==> config.mk <==
export PLATFORM = sky130hd
export DESIGN_NAME = muldiv_nbit_flat
export DESIGN_NICKNAME = d
export VERILOG_FILES = /design/src/rtl/muldiv_nbit_pkg.sv /design/src/rtl/muldiv_nbit_if.sv /design/src/rtl/muldiv_nbit_div.sv /design/src/rtl/muldiv_nbit_mul.sv /design/src/rtl/muldiv_nbit.sv /design/src/flat_wrapper.sv
export SDC_FILE = /design/constraint.sdc
export NUM_CORES = 1
export LEC_CHECK = 0
export ABC_AREA = 0
export CORE_ASPECT_RATIO = 0.8
export CORE_UTILIZATION = 60
export DETAILED_ROUTE_END_ITERATION = 8
export PLACE_DENSITY_LB_ADDON = 0.15
export SLEW_MARGIN = 20
export SYNTH_ARGS = -nofsm -noshare
export SYNTH_HDL_FRONTEND = slang
export SYNTH_HIERARCHICAL = 1
export SYNTH_SLANG_ARGS = --single-unit
==> constraint.sdc <==
create_clock -name clk -period 7.9 [get_ports clk]
set_input_delay 1.58 -clock clk [delete_from_list [all_inputs] [get_ports clk]]
set_output_delay 1.58 -clock clk [all_outputs]
set_load 0.01 [all_outputs]
==> src/rtl/muldiv_nbit_pkg.sv <==
// Shared definitions for the iterative multiply/divide unit.
package muldiv_nbit_pkg;

    localparam int unsigned SIZE_DEF = 33;

    typedef enum logic [1:0] {
        IDLE = 2'd0,
        RUN  = 2'd1,
        FIX  = 2'd2
    } eng_state_t;

endpackage

==> src/rtl/muldiv_nbit_if.sv <==
// Handshake and operand/result bundle for the multiply/divide unit.
interface muldiv_nbit_if #(
    parameter int unsigned SIZE = muldiv_nbit_pkg::SIZE_DEF
);
    logic                div_start;
    logic                div_ready;
    logic                div_valid;
    logic                div_error;
    logic                div_is_signed;
    logic [SIZE-1:0]     dividend;
    logic [SIZE-1:0]     divisor;
    logic [SIZE-1:0]     quotient;
    logic [SIZE-1:0]     remainder;
    logic                mul_start;
    logic                mul_ready;
    logic                mul_valid;
    logic                mul_is_signed;
    logic [SIZE-1:0]     multiplicand;
    logic [SIZE-1:0]     multiplier;
    logic [2*SIZE-1:0]   product;

    modport master (
        output div_start, div_is_signed, dividend, divisor,
        output mul_start, mul_is_signed, multiplicand, multiplier,
        input  div_ready, div_valid, div_error, quotient, remainder,
        input  mul_ready, mul_valid, product
    );

    modport slave (
        input  div_start, div_is_signed, dividend, divisor,
        input  mul_start, mul_is_signed, multiplicand, multiplier,
        output div_ready, div_valid, div_error, quotient, remainder,
        output mul_ready, mul_valid, product
    );
endinterface

==> src/rtl/muldiv_nbit_div.sv <==
// Restoring radix-2 divider: magnitude setup, SIZE quotient-bit cycles, sign fix-up.
module div_nbit_core
    import muldiv_nbit_pkg::*;
#(
    parameter int unsigned SIZE = SIZE_DEF
) (
    input  logic            clk,
    input  logic            rst_n,
    input  logic            start,
    input  logic            is_signed,
    input  logic [SIZE-1:0] dividend,
    input  logic [SIZE-1:0] divisor,
    output logic            ready,
    output logic            valid,
    output logic            error,
    output logic [SIZE-1:0] quotient,
    output logic [SIZE-1:0] remainder
);

    localparam int unsigned CW = $clog2(SIZE + 1);

    eng_state_t      state_q, state_d;
    logic [CW-1:0]   cnt_q, cnt_d;
    logic [SIZE-1:0] dvd_q, dvd_d;
    logic [SIZE-1:0] dvs_q, dvs_d;
    logic [SIZE-1:0] rem_q, rem_d;
    logic            sgn_q, sgn_d;
    logic            negq_q, negq_d;
    logic            negr_q, negr_d;
    logic            ready_d, valid_d, error_d;
    logic [SIZE-1:0] quotient_d, remainder_d;
    logic [SIZE:0]   trial, diff;
    logic            ge;

    always_comb begin
        state_d     = state_q;
        cnt_d       = cnt_q;
        dvd_d       = dvd_q;
        dvs_d       = dvs_q;
        rem_d       = rem_q;
        sgn_d       = sgn_q;
        negq_d      = negq_q;
        negr_d      = negr_q;
        valid_d     = 1'b0;
        error_d     = error;
        quotient_d  = quotient;
        remainder_d = remainder;
        trial       = {rem_q, dvd_q[SIZE-1]};
        diff        = trial - {1'b0, dvs_q};
        ge          = (trial >= {1'b0, dvs_q});

        case (state_q)
            IDLE: begin
                if (start) begin
                    dvd_d   = dividend;
                    dvs_d   = divisor;
                    sgn_d   = is_signed;
                    cnt_d   = '0;
                    state_d = RUN;
                end
            end
            RUN: begin
                if (cnt_q == '0) begin
                    // Zero divisor short-circuits before any iteration.
                    if (dvs_q == '0) begin
                        quotient_d  = '1;
                        remainder_d = dvd_q;
                        error_d     = 1'b1;
                        valid_d     = 1'b1;
                        state_d     = IDLE;
                    end else begin
                        negr_d = sgn_q & dvd_q[SIZE-1];
                        negq_d = sgn_q & (dvd_q[SIZE-1] ^ dvs_q[SIZE-1]);
                        dvd_d  = (sgn_q & dvd_q[SIZE-1]) ? SIZE'(-dvd_q) : dvd_q;
                        dvs_d  = (sgn_q & dvs_q[SIZE-1]) ? SIZE'(-dvs_q) : dvs_q;
                        rem_d  = '0;
                        cnt_d  = CW'(1);
                    end
                end else begin
                    rem_d = SIZE'(ge ? diff : trial);
                    dvd_d = {dvd_q[SIZE-2:0], ge};
                    cnt_d = cnt_q + CW'(1);
                    if (cnt_q == CW'(SIZE)) begin
                        state_d = FIX;
                    end
                end
            end
            FIX: begin
                quotient_d  = negq_q ? SIZE'(-dvd_q) : dvd_q;
                remainder_d = negr_q ? SIZE'(-rem_q) : rem_q;
                error_d     = 1'b0;
                valid_d     = 1'b1;
                state_d     = IDLE;
            end
            default: state_d = IDLE;
        endcase

        ready_d = (state_d == IDLE);
    end

    always_ff @(posedge clk) begin
        if (!rst_n) begin
            state_q   <= IDLE;
            cnt_q     <= '0;
            dvd_q     <= '0;
            dvs_q     <= '0;
            rem_q     <= '0;
            sgn_q     <= 1'b0;
            negq_q    <= 1'b0;
            negr_q    <= 1'b0;
            ready     <= 1'b1;
            valid     <= 1'b0;
            error     <= 1'b0;
            quotient  <= '0;
            remainder <= '0;
        end else begin
            state_q   <= state_d;
            cnt_q     <= cnt_d;
            dvd_q     <= dvd_d;
            dvs_q     <= dvs_d;
            rem_q     <= rem_d;
            sgn_q     <= sgn_d;
            negq_q    <= negq_d;
            negr_q    <= negr_d;
            ready     <= ready_d;
            valid     <= valid_d;
            error     <= error_d;
            quotient  <= quotient_d;
            remainder <= remainder_d;
        end
    end

endmodule

==> src/rtl/muldiv_nbit_mul.sv <==
// Shift-add multiplier on operand magnitudes with a final sign fix-up cycle.
module mul_nbit_core
    import muldiv_nbit_pkg::*;
#(
    parameter int unsigned SIZE = SIZE_DEF
) (
    input  logic              clk,
    input  logic              rst_n,
    input  logic              start,
    input  logic              is_signed,
    input  logic [SIZE-1:0]   multiplicand,
    input  logic [SIZE-1:0]   multiplier,
    output logic              ready,
    output logic              valid,
    output logic [2*SIZE-1:0] product
);

    localparam int unsigned CW = $clog2(SIZE + 1);

    eng_state_t        state_q, state_d;
    logic [CW-1:0]     cnt_q, cnt_d;
    logic [SIZE-1:0]   mcand_q, mcand_d;
    logic [2*SIZE:0]   acc_q, acc_d;
    logic              sgn_q, sgn_d;
    logic              neg_q, neg_d;
    logic              ready_d, valid_d;
    logic [2*SIZE-1:0] product_d;
    logic [SIZE:0]     sum;

    always_comb begin
        state_d   = state_q;
        cnt_d     = cnt_q;
        mcand_d   = mcand_q;
        acc_d     = acc_q;
        sgn_d     = sgn_q;
        neg_d     = neg_q;
        valid_d   = 1'b0;
        product_d = product;
        sum       = acc_q[2*SIZE:SIZE] + (SIZE+1)'(acc_q[0] ? mcand_q : '0);

        case (state_q)
            IDLE: begin
                if (start) begin
                    mcand_d = multiplicand;
                    acc_d   = {(SIZE+1)'(0), multiplier};
                    sgn_d   = is_signed;
                    cnt_d   = '0;
                    state_d = RUN;
                end
            end
            RUN: begin
                if (cnt_q == '0) begin
                    neg_d   = sgn_q & (mcand_q[SIZE-1] ^ acc_q[SIZE-1]);
                    mcand_d = (sgn_q & mcand_q[SIZE-1]) ? SIZE'(-mcand_q) : mcand_q;
                    acc_d   = {(SIZE+1)'(0),
                               (sgn_q & acc_q[SIZE-1]) ? SIZE'(-acc_q[SIZE-1:0])
                                                       : acc_q[SIZE-1:0]};
                    cnt_d   = CW'(1);
                end else begin
                    // Upper half accumulates, whole register shifts right one bit.
                    acc_d = {1'b0, sum, acc_q[SIZE-1:1]};
                    cnt_d = cnt_q + CW'(1);
                    if (cnt_q == CW'(SIZE)) begin
                        state_d = FIX;
                    end
                end
            end
            FIX: begin
                product_d = neg_q ? (2*SIZE)'(-acc_q[2*SIZE-1:0]) : acc_q[2*SIZE-1:0];
                valid_d   = 1'b1;
                state_d   = IDLE;
            end
            default: state_d = IDLE;
        endcase

        ready_d = (state_d == IDLE);
    end

    always_ff @(posedge clk) begin
        if (!rst_n) begin
            state_q <= IDLE;
            cnt_q   <= '0;
            mcand_q <= '0;
            acc_q   <= '0;
            sgn_q   <= 1'b0;
            neg_q   <= 1'b0;
            ready   <= 1'b1;
            valid   <= 1'b0;
            product <= '0;
        end else begin
            state_q <= state_d;
            cnt_q   <= cnt_d;
            mcand_q <= mcand_d;
            acc_q   <= acc_d;
            sgn_q   <= sgn_d;
            neg_q   <= neg_d;
            ready   <= ready_d;
            valid   <= valid_d;
            product <= product_d;
        end
    end

endmodule

==> src/rtl/muldiv_nbit.sv <==
// Multiply/divide unit: independent divider and multiplier engines side by side.
module muldiv_nbit
    import muldiv_nbit_pkg::*;
#(
    parameter int unsigned SIZE = SIZE_DEF
) (
    input  logic         clk,
    input  logic         rst_n,
    muldiv_nbit_if.slave bus
);

    div_nbit_core #(.SIZE(SIZE)) u_div (
        .clk       (clk),
        .rst_n     (rst_n),
        .start     (bus.div_start),
        .is_signed (bus.div_is_signed),
        .dividend  (bus.dividend),
        .divisor   (bus.divisor),
        .ready     (bus.div_ready),
        .valid     (bus.div_valid),
        .error     (bus.div_error),
        .quotient  (bus.quotient),
        .remainder (bus.remainder)
    );

    mul_nbit_core #(.SIZE(SIZE)) u_mul (
        .clk          (clk),
        .rst_n        (rst_n),
        .start        (bus.mul_start),
        .is_signed    (bus.mul_is_signed),
        .multiplicand (bus.multiplicand),
        .multiplier   (bus.multiplier),
        .ready        (bus.mul_ready),
        .valid        (bus.mul_valid),
        .product      (bus.product)
    );

endmodule

==> src/flat_wrapper.sv <==
// flat-port wrapper written by rule: the top's interface ports become plain ports
module muldiv_nbit_flat import muldiv_nbit_pkg::*;
#(
    parameter int unsigned SIZE = SIZE_DEF
)
  (clk, rst_n, bus_div_start, bus_div_is_signed, bus_dividend, bus_divisor, bus_mul_start, bus_mul_is_signed, bus_multiplicand, bus_multiplier, bus_div_ready, bus_div_valid, bus_div_error, bus_quotient, bus_remainder, bus_mul_ready, bus_mul_valid, bus_product);
  muldiv_nbit_if #(.SIZE(SIZE)) bus_i ();
  input  logic clk;
  input  logic rst_n;
  input wire logic [$bits(bus_i.div_start)-1:0] bus_div_start;
  input wire logic [$bits(bus_i.div_is_signed)-1:0] bus_div_is_signed;
  input wire logic [$bits(bus_i.dividend)-1:0] bus_dividend;
  input wire logic [$bits(bus_i.divisor)-1:0] bus_divisor;
  input wire logic [$bits(bus_i.mul_start)-1:0] bus_mul_start;
  input wire logic [$bits(bus_i.mul_is_signed)-1:0] bus_mul_is_signed;
  input wire logic [$bits(bus_i.multiplicand)-1:0] bus_multiplicand;
  input wire logic [$bits(bus_i.multiplier)-1:0] bus_multiplier;
  output wire logic [$bits(bus_i.div_ready)-1:0] bus_div_ready;
  output wire logic [$bits(bus_i.div_valid)-1:0] bus_div_valid;
  output wire logic [$bits(bus_i.div_error)-1:0] bus_div_error;
  output wire logic [$bits(bus_i.quotient)-1:0] bus_quotient;
  output wire logic [$bits(bus_i.remainder)-1:0] bus_remainder;
  output wire logic [$bits(bus_i.mul_ready)-1:0] bus_mul_ready;
  output wire logic [$bits(bus_i.mul_valid)-1:0] bus_mul_valid;
  output wire logic [$bits(bus_i.product)-1:0] bus_product;
  assign bus_i.div_start = bus_div_start;
  assign bus_i.div_is_signed = bus_div_is_signed;
  assign bus_i.dividend = bus_dividend;
  assign bus_i.divisor = bus_divisor;
  assign bus_i.mul_start = bus_mul_start;
  assign bus_i.mul_is_signed = bus_mul_is_signed;
  assign bus_i.multiplicand = bus_multiplicand;
  assign bus_i.multiplier = bus_multiplier;
  assign bus_div_ready = bus_i.div_ready;
  assign bus_div_valid = bus_i.div_valid;
  assign bus_div_error = bus_i.div_error;
  assign bus_quotient = bus_i.quotient;
  assign bus_remainder = bus_i.remainder;
  assign bus_mul_ready = bus_i.mul_ready;
  assign bus_mul_valid = bus_i.mul_valid;
  assign bus_product = bus_i.product;
  muldiv_nbit #(.SIZE(SIZE)) u_core (.clk(clk), .rst_n(rst_n), .bus(bus_i));
endmodule
* After elaboration in Yosys (flattened, before gate mapping)
Cells that the tools add are included.
** Storage, ports and cells
- Flip-flop bits (word level) :: 357
- Word-level logic and storage cells :: 137
** Cells by class
- Add/sub/neg operators :: 10
- Bitwise logic cells :: 9
- Reduce and logical (&&, ||, !) cells :: 22
- Magnitude comparators :: 1
- Mux-type cells :: 54
- Eq/ne operators :: 18
** Operators with widths (number)
- $mux W33 :: 22
- $pmux W33 S2 :: 5
- $neg A33 Y33 :: 5
- $pmux W67 S2 :: 1
- $mux W66 :: 2
- $mux W67 :: 1
- $neg A66 Y66 :: 1
- $add A34 B34 Y34 :: 1
- $ge A34 B33 Y1 :: 1
- $logic_not A33 Y1 :: 1
- $sub A33 B33 Y33 :: 1
- $mux W6 :: 5
- $pmux W6 S2 :: 2
- $ne A2 B2 Y1 const B :: 9
- $mux W2 :: 7
- $add A6 B1 Y6 const B :: 2
- $eq A6 B6 Y1 const B :: 2
- $logic_not A6 Y1 :: 2
- $reduce_and A3 Y1 :: 4
- $reduce_and A2 Y1 :: 5
- $ne A3 B3 Y1 const B :: 3
- $logic_not A2 Y1 :: 4
- $pmux W2 S2 :: 2
- $reduce_and A4 Y1 :: 2
- other kinds (9) :: 24

* Depth between registers and ports, before layout
Gate-level depths: netlist (run 1).
- Word-level depth :: 5
- Gate-level depth with buffers :: 19
- Mapped depth without buffers :: 16

* Modules after synthesis
The synthesis (run 1) kept the hierarchy.
** Modules (own cells, without submodules)
- div_nbit_core :: sequential area each 3583.4 sq um, instances 1, area each 11807.6 sq um, cells an instance 1622
- mul_nbit_core :: sequential area each 3543.4 sq um, instances 1, area each 11431.0 sq um, cells an instance 1548

* Worst setup path after synthesis (run 1)
No wires, ideal clock.
- Path type :: register to register
- Start :: register u_core.u_div.dvs_q[9]
- End :: register u_core.u_div.dvs_q[15]
- Arrival :: 3.745 ns
- Setup time :: 0.119 ns
- Cell stages (with the launch flop) :: 17
- Path slack :: 4.036 ns
- Path buffers :: 3
- Cell sequence :: dfxtp_1 > or4_1 > nand3b_1 > nor4b_1 > nand3_1 > nor3_1 > nand3_1 > nor3_1 > ha_1 > clkbuf_1 > nor2b_1 > nand3_1 > a21o_1 > clkbuf_1 > clkbuf_1 > a31oi_1 > o221a_2
** On the way
- Longest elaborated chain between the ends :: 5
- Elaborated cells on any way between the ends :: 8
- Classes of those cells :: add/sub (1); eq/ne (1); mux (4); reduce/logical (2)
** Ends and longest elaborated chain
- start: declaration :: line muldiv_nbit_div.sv:25 : logic [SIZE-1:0] dvs_q, dvs_d;
- start signal: assignment :: line muldiv_nbit_div.sv:120 : dvs_q <= dvs_d;
- $neg A33 Y33 :: line muldiv_nbit_div.sv:75 : dvs_d = (sgn_q & dvs_q[SIZE-1]) ? SIZE'(-dvs_q) : dvs_q;
- $mux W33 :: line muldiv_nbit_div.sv:75
- $mux W33 :: line muldiv_nbit_div.sv:65 : if (dvs_q == '0) begin
- $mux W33 :: line muldiv_nbit_div.sv:63 : if (cnt_q == '0) begin
- $pmux W33 S2 :: line muldiv_nbit_div.sv:52 : case (state_q)
Parallel ways exist; a longest one is shown, timed or not. The select of a mux whose other input is x is not followed.
A chain may end at the register's enable or synchronous reset.

* Final worst setup path (run 1)
- Start :: register u_core.u_div.dvs_q[1]
- End :: register u_core.u_div.remainder[14]
** On the way
- Longest elaborated chain between the ends :: 3
** Ends and longest elaborated chain
- $logic_not A33 Y1 :: line muldiv_nbit_div.sv:65
- $ne A2 B2 Y1 (no line)
- $reduce_and A3 Y1 (no line)
- end signal: assignment :: line muldiv_nbit_div.sv:129 : remainder <= remainder_d;
- end: declaration :: line muldiv_nbit_div.sv:17 : output logic [SIZE-1:0] remainder
No other way between the ends.

==> results of run 1 <==
path summary, 6_finish.rpt:
path / depth (start not counted) / start / slack (ns) / endpoint
max reg2reg: 17 / u_core/u_div/dvs_q[1]$_SDFFE_PN0N_ / 2.52 / u_core/u_div/remainder[14]$_SDFFE_PN0P_
min reg2reg: 2 / u_core/u_mul/product[61]$_SDFFE_PN0P_ / 0.45 / u_core/u_mul/product[61]$_SDFFE_PN0P_
min: 2 / u_core/u_mul/product[61]$_SDFFE_PN0P_ / 0.45 / u_core/u_mul/product[61]$_SDFFE_PN0P_
max: 17 / u_core/u_div/dvs_q[1]$_SDFFE_PN0N_ / 2.52 / u_core/u_div/remainder[14]$_SDFFE_PN0P_
kinds of logic (layout without fill, tap and decap cells):
group	count (synthesis)	count (layout)
simple gates	1129	1129
buf+inv	327	441
xor+xnor	178	178
mux	26	26
other cells	0	2
fa+ha+maj	83	83
flops	356	356
compound gates	1071	1071
sequential cells by signal (all words and copies together), names as in the netlist, 2 cells and up:
name and flops:
u_core/u_mul/acc_q 66, u_core/u_div/quotient 33, u_core/u_div/dvs_q 33, u_core/u_mul/cnt_q 6, u_core/u_mul/mcand_q 33, u_core/u_div/state_q 2, u_core/u_mul/state_q 2, u_core/u_div/rem_q 33
u_core/u_div/cnt_q 6, u_core/u_div/dvd_q 33, u_core/u_mul/product 66, u_core/u_div/remainder 33
power by group through the flow:
stage          clock [mW]  sequential (mW)  combinational [mW]
2_1_floorplan           0             1.96               0.852
3_3_place_gp            0             2.04                1.07
3_5_place_dp            0             2.04                1.10
4_1_cts              1.83             2.00                1.11
5_1_grt              1.90             2.02                1.24
6_report             1.82             2.01                1.14
cell usage after synthesis (12+ instances only):
library cell	n
a211oi_1	58
a21o_1	31
a21oi_1	343
a221oi_1	28
a22oi_1	31
a311oi_1	14
a31oi_1	28
and2_1	52
and3_1	12
clkbuf_1	230
dfxtp_1	356
ha_1	81
inv_1	76
mux2i_1	23
nand2_1	338
nand2b_1	24
nand3_1	65
nand4_1	30
nor2_1	344
nor2b_1	23
nor3_1	76
nor4_1	33
o211ai_1	31
o21a_1	14
o21ai_0	300
o22ai_1	38
o311ai_0	12
o31ai_1	34
or2_2	12
or3_1	39
or4_1	23
xnor2_1	56
xor2_1	122
worst register-to-register path, stage by stage, from the launching register on:
cell and delay (ns):
dfxtp_1 0.33, inv_1 0.16, ha_1 0.22, nor3b_1 0.45
nand3_1 0.30, nor4b_1 0.60, nand3_1 0.21, nor3_1 0.32
nand3_1 0.18, nor3_1 0.19, ha_1 0.39, nand2_1 0.26
o21bai_4 0.17, buf_4 0.53, nand2_1 0.55, nor2_1 0.28
a21oi_1 0.06, a21oi_1 0.15
layer usage:
layer | track usage (%) | routed length (um)
met1 | 53.7 | 33600
met2 | 57.5 | 33600
met3 | 7.63 | 8720
met4 | 14.4 | 2590
met5 | 0 | 0
through the flow:
step	instance area [um2]	setup slack, ns	hold slack (ns)
2_1_floorplan	23200	4.04	0.458
3_3_place_gp	25900	3.01	0.437
3_5_place_dp	25900	2.72	0.443
4_1_cts	27200	2.70	0.455
5_1_grt	27200	2.13	0.482
6_report	27200	2.52	0.455
final cells by class:
type	count	area share, %
diodes	2	0.0184
clock buffers	53	4.19
clock inverters	7	0.336
inverters	78	1.08
multi-input cells	2487	55.0
flip-flops and latches	356	26.2
well taps	495	2.28
repair buffers	303	10.9
==> run metrics, run 1 <==
run status=finished clean; Top cell by count, worst path=nand3_1; commonest non-fill, non-tap cells in the layout=dfxtp_1, a21oi_1, nor2_1; Initial DRC Count=around 3100; CP arrival=between 5 and 6 ns; layout cells sized above 1=under 10%; CTS Sinks=roughly 360; area of the multi-input gates=15000 um2; Mapped Cells=roughly 3200; Post-synth EDFFs=0; chip width=222 um; Avg WL per Cell=about 21 um; Setup Crit Path Kind=register to register; first-pass GRT wire length=between 100000 and 150000 um; Post-CTS Hold Buffers=0; core area=approximately 38000 um2; adder-cell area share of the yosys netlist=roughly 4.5%; post-synth top area share=30.7%; max cap viols=0; Area Overhead vs Synth=17.0%; All-Layer GR Usage=a little under two fifths; vias per cell=roughly 6.6; RePlAce Congestion=between 0.9 and 1; post-CTS setup buffer count=0; fin crit period=5.38 ns; antenna-violating nets left=0; filler cell count=a little over 3000; Setup Viol. Count Final=0; clk root buf=clkbuf_16; unrepaired setup endpoints after global routing=false; P_sw=around 1.6 mW; Ys Warns=6; # port buffers=roughly 270; async set-reset flop share out of synthesis=0%; CP cell instances=inv_1 > ha_1 > nor3b_1 > nand3_1 > nor4b_1 > nand3_1 > nor3_1 > nand3_1 > nor3_1 > ha_1 > nand2_1 > o21bai_4 > buf_4 > nand2_1 > nor2_1 > a21oi_1 > a21oi_1; die area=approximately 40000 um2; Fmax=between 150 and 200 MHz; Flop pwr share=about two fifths; total negative slack=0 ns; Avg Cell Area, Syn=roughly 7.3 um2; TritonCTS Buffers=37; pwr dens=183 nW/um2; type of the most critical hold path=register to register; Die Y=about 180 um; area leader, netlist=dfxtp_1; I/O pin count=about 280; fin cells=3781; crit path max fanout=60; Yosys cell types=92; switching share of total power=about a third; final net count=around 3500; largest net degree at the start of global routing=90; multiplexer share of the synthesized area=under 10%; clock share of power=36.6%; final HPWL from detailed placement=roughly 55000 um; Max VDD drop=0.147 mV; Worst Tran Pin Value=between 1 and 1.5 ns; Worst slew margin=~29%; Main synth FF type=dfxtp_1; drt pass-1 iters=8; vias in the first global route=between 20000 and 25000; Via Count=approximately 25000; worst clock skew=~0.023 ns; Clk pin slew, worst setup/hold paths=0.06 ns; largest cells by area after synthesis=dfxtp_1, a21oi_1, o21ai_0, nor2_1, nand2_1; leakage=between 10 and 15 nW; Detailed Route WL=a little under 80000 um; final hold vios=0; Overflow after GRT=0; Buf+Inv Stages, Crit Path=2; post-synthesis sequential area ratio=between 30% and 40%; synthesized net count=around 3400; commonest non-fill, non-tap cell in the layout=dfxtp_1; fin util=71.2%; Yosys reg bits=356; CP Data Required Time=between 8 and 9 ns; Crit path largest cell delay=~0.6 ns; clock tree buffer depth=3; initial antenna violation count=1; combinational share of power=23.0%; largest family of logic cells by synthesized area=compound AO/OA/AOI/OAI gates; # DRC=0; XOR/XNOR Fraction of Synth Area=about 6.7%; Syn Std Cell Area=23200 um2; Cells after DPL=roughly 3700; row count=64; register area=7130 um2; final period utilization=between 60% and 70%; clk_lat worst skew=roughly 0.55 ns; P_int=approximately 3.4 mW; CP top delay family=simple AND/OR/NAND/NOR gates; simple-gate share of the synthesized area=between 20% and 30%; post-synthesis compound-gate area fraction=28.3%; Startpoint Class=register; Initial Util=60.8%; Worst setup EP type=register; Design Power=just under 5 mW; fin. max-slew vios=0; slowest cell on the critical path=nor4b_1; post-CTS sizing=0; htree depth=2; TritonCTS clock tree=yes
Note: power is estimated with default switching activity, not from simulation.
==> run 2: changes to the inputs <==
--- a/config.mk
+++ b/config.mk
@@ -7,7 +7,7 @@
 export LEC_CHECK = 0
 export ABC_AREA = 0
 export CORE_ASPECT_RATIO = 0.8
-export CORE_UTILIZATION = 60
+export CORE_UTILIZATION = 52
 export DETAILED_ROUTE_END_ITERATION = 8
 export PLACE_DENSITY_LB_ADDON = 0.15
 export SLEW_MARGIN = 20
==> constraint.sdc (replaced) <==
create_clock -name clk -period 4.9 [get_ports clk]
set_input_delay 0.98 -clock clk [delete_from_list [all_inputs] [get_ports clk]]
set_output_delay 0.98 -clock clk [all_outputs]
set_load 0.01 [all_outputs]
==> run 2 against run 1 <==
Net effect: fmax up 21%; critical path depth unchanged; sequential share of layout area down 0.24 points; clock power up 63%; setup slack worse by 2.1 ns; largest cell class unchanged; register-to-register slack worse by 2.1 ns; first-iteration DRC count down 19%; combinational power up 63%; count of clock-buffer cells in the layout up 2; via count down 2.0%; final area up 0.92%; routed wire length about the same.
==> run metrics, run 2 (synthesized netlist as in run 1, its figures left out) <==
run status=finished clean; Setup Crit Path Kind=register to register; die area=45500 um2; # DRC=0; core area=approximately 44000 um2; antenna-violating nets left=0; CP top delay family=simple AND/OR/NAND/NOR gates; All-Layer GR Usage=between 30% and 40%; largest net degree at the start of global routing=84; diode count=0; leakage=10.1 nW; Die Y=around 190 um; fin. max-slew vios=0; Reg-to-Reg End=u_core/u_div/dvd_q[20]$_SDFFE_PN0P_; layout cells sized above 1=5.06%; design area=roughly 27000 um2; Worst setup EP type=register; Initial DRC Count=about 2500; row count=between 60 and 70; Cells after DPL=3830; final HPWL from detailed placement=~57000 um; fin cells=roughly 3900; clk_lat worst skew=around 0.57 ns; fin util=63.0%; clk root buf=clkbuf_16; vias in the first global route=roughly 22000; Post-CTS Hold Buffers=0; initial antenna violation count=0; Design Power=about 8.1 mW; Worst Tran Pin Value=1.03 ns; Startpoint Class=register; Buf+Inv Stages, Crit Path=2; Setup Viol. Count Final=0; type of the most critical hold path=register to register; slowest cell on the critical path=nor3b_1; Worst R2R Setup Slack=about 0.45 ns; first-pass GRT wire length=between 100000 and 150000 um; reg2reg path depth=17; htree depth=2; commonest non-fill, non-tap cell in the layout=dfxtp_1; Crit path largest cell delay=0.45 ns; commonest non-fill, non-tap cells in the layout=dfxtp_1, nor2_1, a21oi_1; vias per cell=6.29; Fmax=about 220 MHz; CP Data Required Time=between 5 and 6 ns; total negative slack=0 ns; final period utilization=between 90% and 100%; I/O pin count=275; crit path max fanout=34; unrepaired setup endpoints after global routing=false; Clk pin slew, worst setup/hold paths=~0.060 ns; final hold vios=0; CP cell instances=inv_1 > ha_1 > nor3b_1 > nand3_1 > nor4b_2 > nand3_1 > nor3_1 > nand3_1 > nor3_1 > ha_1 > nor2b_1 > a21oi_1 > nor2_4 > buf_16 > o21ai_0 > nand2_1 > a21oi_1; pwr dens=roughly 300 nW/um2; Top Registers=u_core/u_mul/acc_q: 66 flops, u_core/u_mul/product: 66 flops; R2R Path Start=u_core/u_div/dvs_q[1]$_SDFFE_PN0N_; final net count=around 3500; CTS Sinks=356; CP arrival=around 4.9 ns; drt pass-1 iters=6; RePlAce Congestion=~0.95; Critical Path Start=u_core/u_div/dvs_q[1]$_SDFFE_PN0N_; # port buffers=about 270; TritonCTS Buffers=39; Placed Instance Area=26200 um2; Overflow after GRT=0; fin crit period=4.45 ns; worst clock skew=between 0.02 and 0.03 ns; clock tree buffer depth=3; chip width=between 200 and 250 um; TritonCTS clock tree=yes; Max VDD drop=approximately 0.25 mV; Top cell by count, worst path=nand3_1; Detailed Route WL=between 70000 and 80000 um; Worst slew margin=31.1%; Hold Path Origin=u_core/u_mul/product[63]$_SDFFE_PN0P_; filler cell count=between 3000 and 4000; Via Count=~25000; Initial Util=between 50% and 60%; Hold Path Cell Cnt=2; Avg WL per Cell=20.2 um; end of the worst hold path=u_core/u_mul/product[63]$_SDFFE_PN0P_; Area Overhead vs Synth=18.1%; max cap viols=0
-- run 2: changes by cell type in the layout (fill, tap and decap cells not counted), sizes merged --
| cell | previous run | this run |
|---|---|---|
| clkinvlp | 1 | 0 |
| clkinv | 4 | 11 |
| inv | 78 | 79 |
| bufinv | 2 | 1 |
| diode | 2 | 0 |
| clkbuf | 53 | 55 |
| buf | 30 | 41 |
-- run 2: layout make-up --
cell class	count	area [um2]	area share (%)
Timing Repair Buffer	314	3080	11.2
Multi-Input combinational cell	2487	14900	54.4
Tap cell	595	744	2.71
Sequential cell	356	7130	26.0
Inverter	78	293	1.07
Clock buffer	55	1150	4.18
Clock inverter	13	109	0.397
-- run 2: where the power goes --
group          switching (mW)  total (mW)  internal, mW  leakage [nW]
Combinational            1.14        1.86         0.719          6.61
Clock                    1.28        2.97          1.69         0.630
Sequential              0.216        3.23          3.02          2.89
Total                    2.64        8.06          5.42          10.1
-- run 2: routing by layer --
layer,wire [um],up-vias,global-route usage (%)
li1,-,11700,-
met1,35900,11500,49.5
met2,33000,1170,49.8
met3,7450,138,5.42
met4,2180,0,10.7
met5,0,-,0
-- run 2: how the worst max path moves through the flow --
| stage | end | cells past startpoint |
|---|---|---|
| 4_1_cts | u_core/u_div/dvd_q[20]$_SDFFE_PN0P_ | 17 |
| 6_report | u_core/u_div/dvd_q[20]$_SDFFE_PN0P_ | 17 |
| 3_5_place_dp | u_core/u_div/remainder[32]$_SDFFE_PN0P_ | 16 |
| 5_1_grt | u_core/u_div/remainder[32]$_SDFFE_PN0P_ | 16 |
| 3_3_place_gp | u_core/u_div/remainder[32]$_SDFFE_PN0P_ | 16 |
| 2_1_floorplan | u_core/u_div/dvs_q[15]$_SDFFE_PN0N_ | 16 |
-- run 2: timing repair --
action                                  in CTS  in global routing
endpoints found under the setup margin       0                 48
resized for setup                            0                  1
setup buffers                                0                  0
-- run 2: worst reg2reg max path: cells and delay by family (launching register included) --
family	cells	cell delay, ns
and+or+nand+nor	10	2.44
AOI/OAI and AO/OA	3	0.58
DFF	1	0.33
adders and majority gates	2	0.63
buffers and inverters	2	0.42
-- run 2: stage by stage --
stage	hold WS (ns)	setup slack, ns
4_1_cts	0.460	0.374
3_5_place_dp	0.448	0.390
3_3_place_gp	0.441	0.587
5_1_grt	0.489	0.0192
2_1_floorplan	0.458	1.04
6_report	0.457	0.452
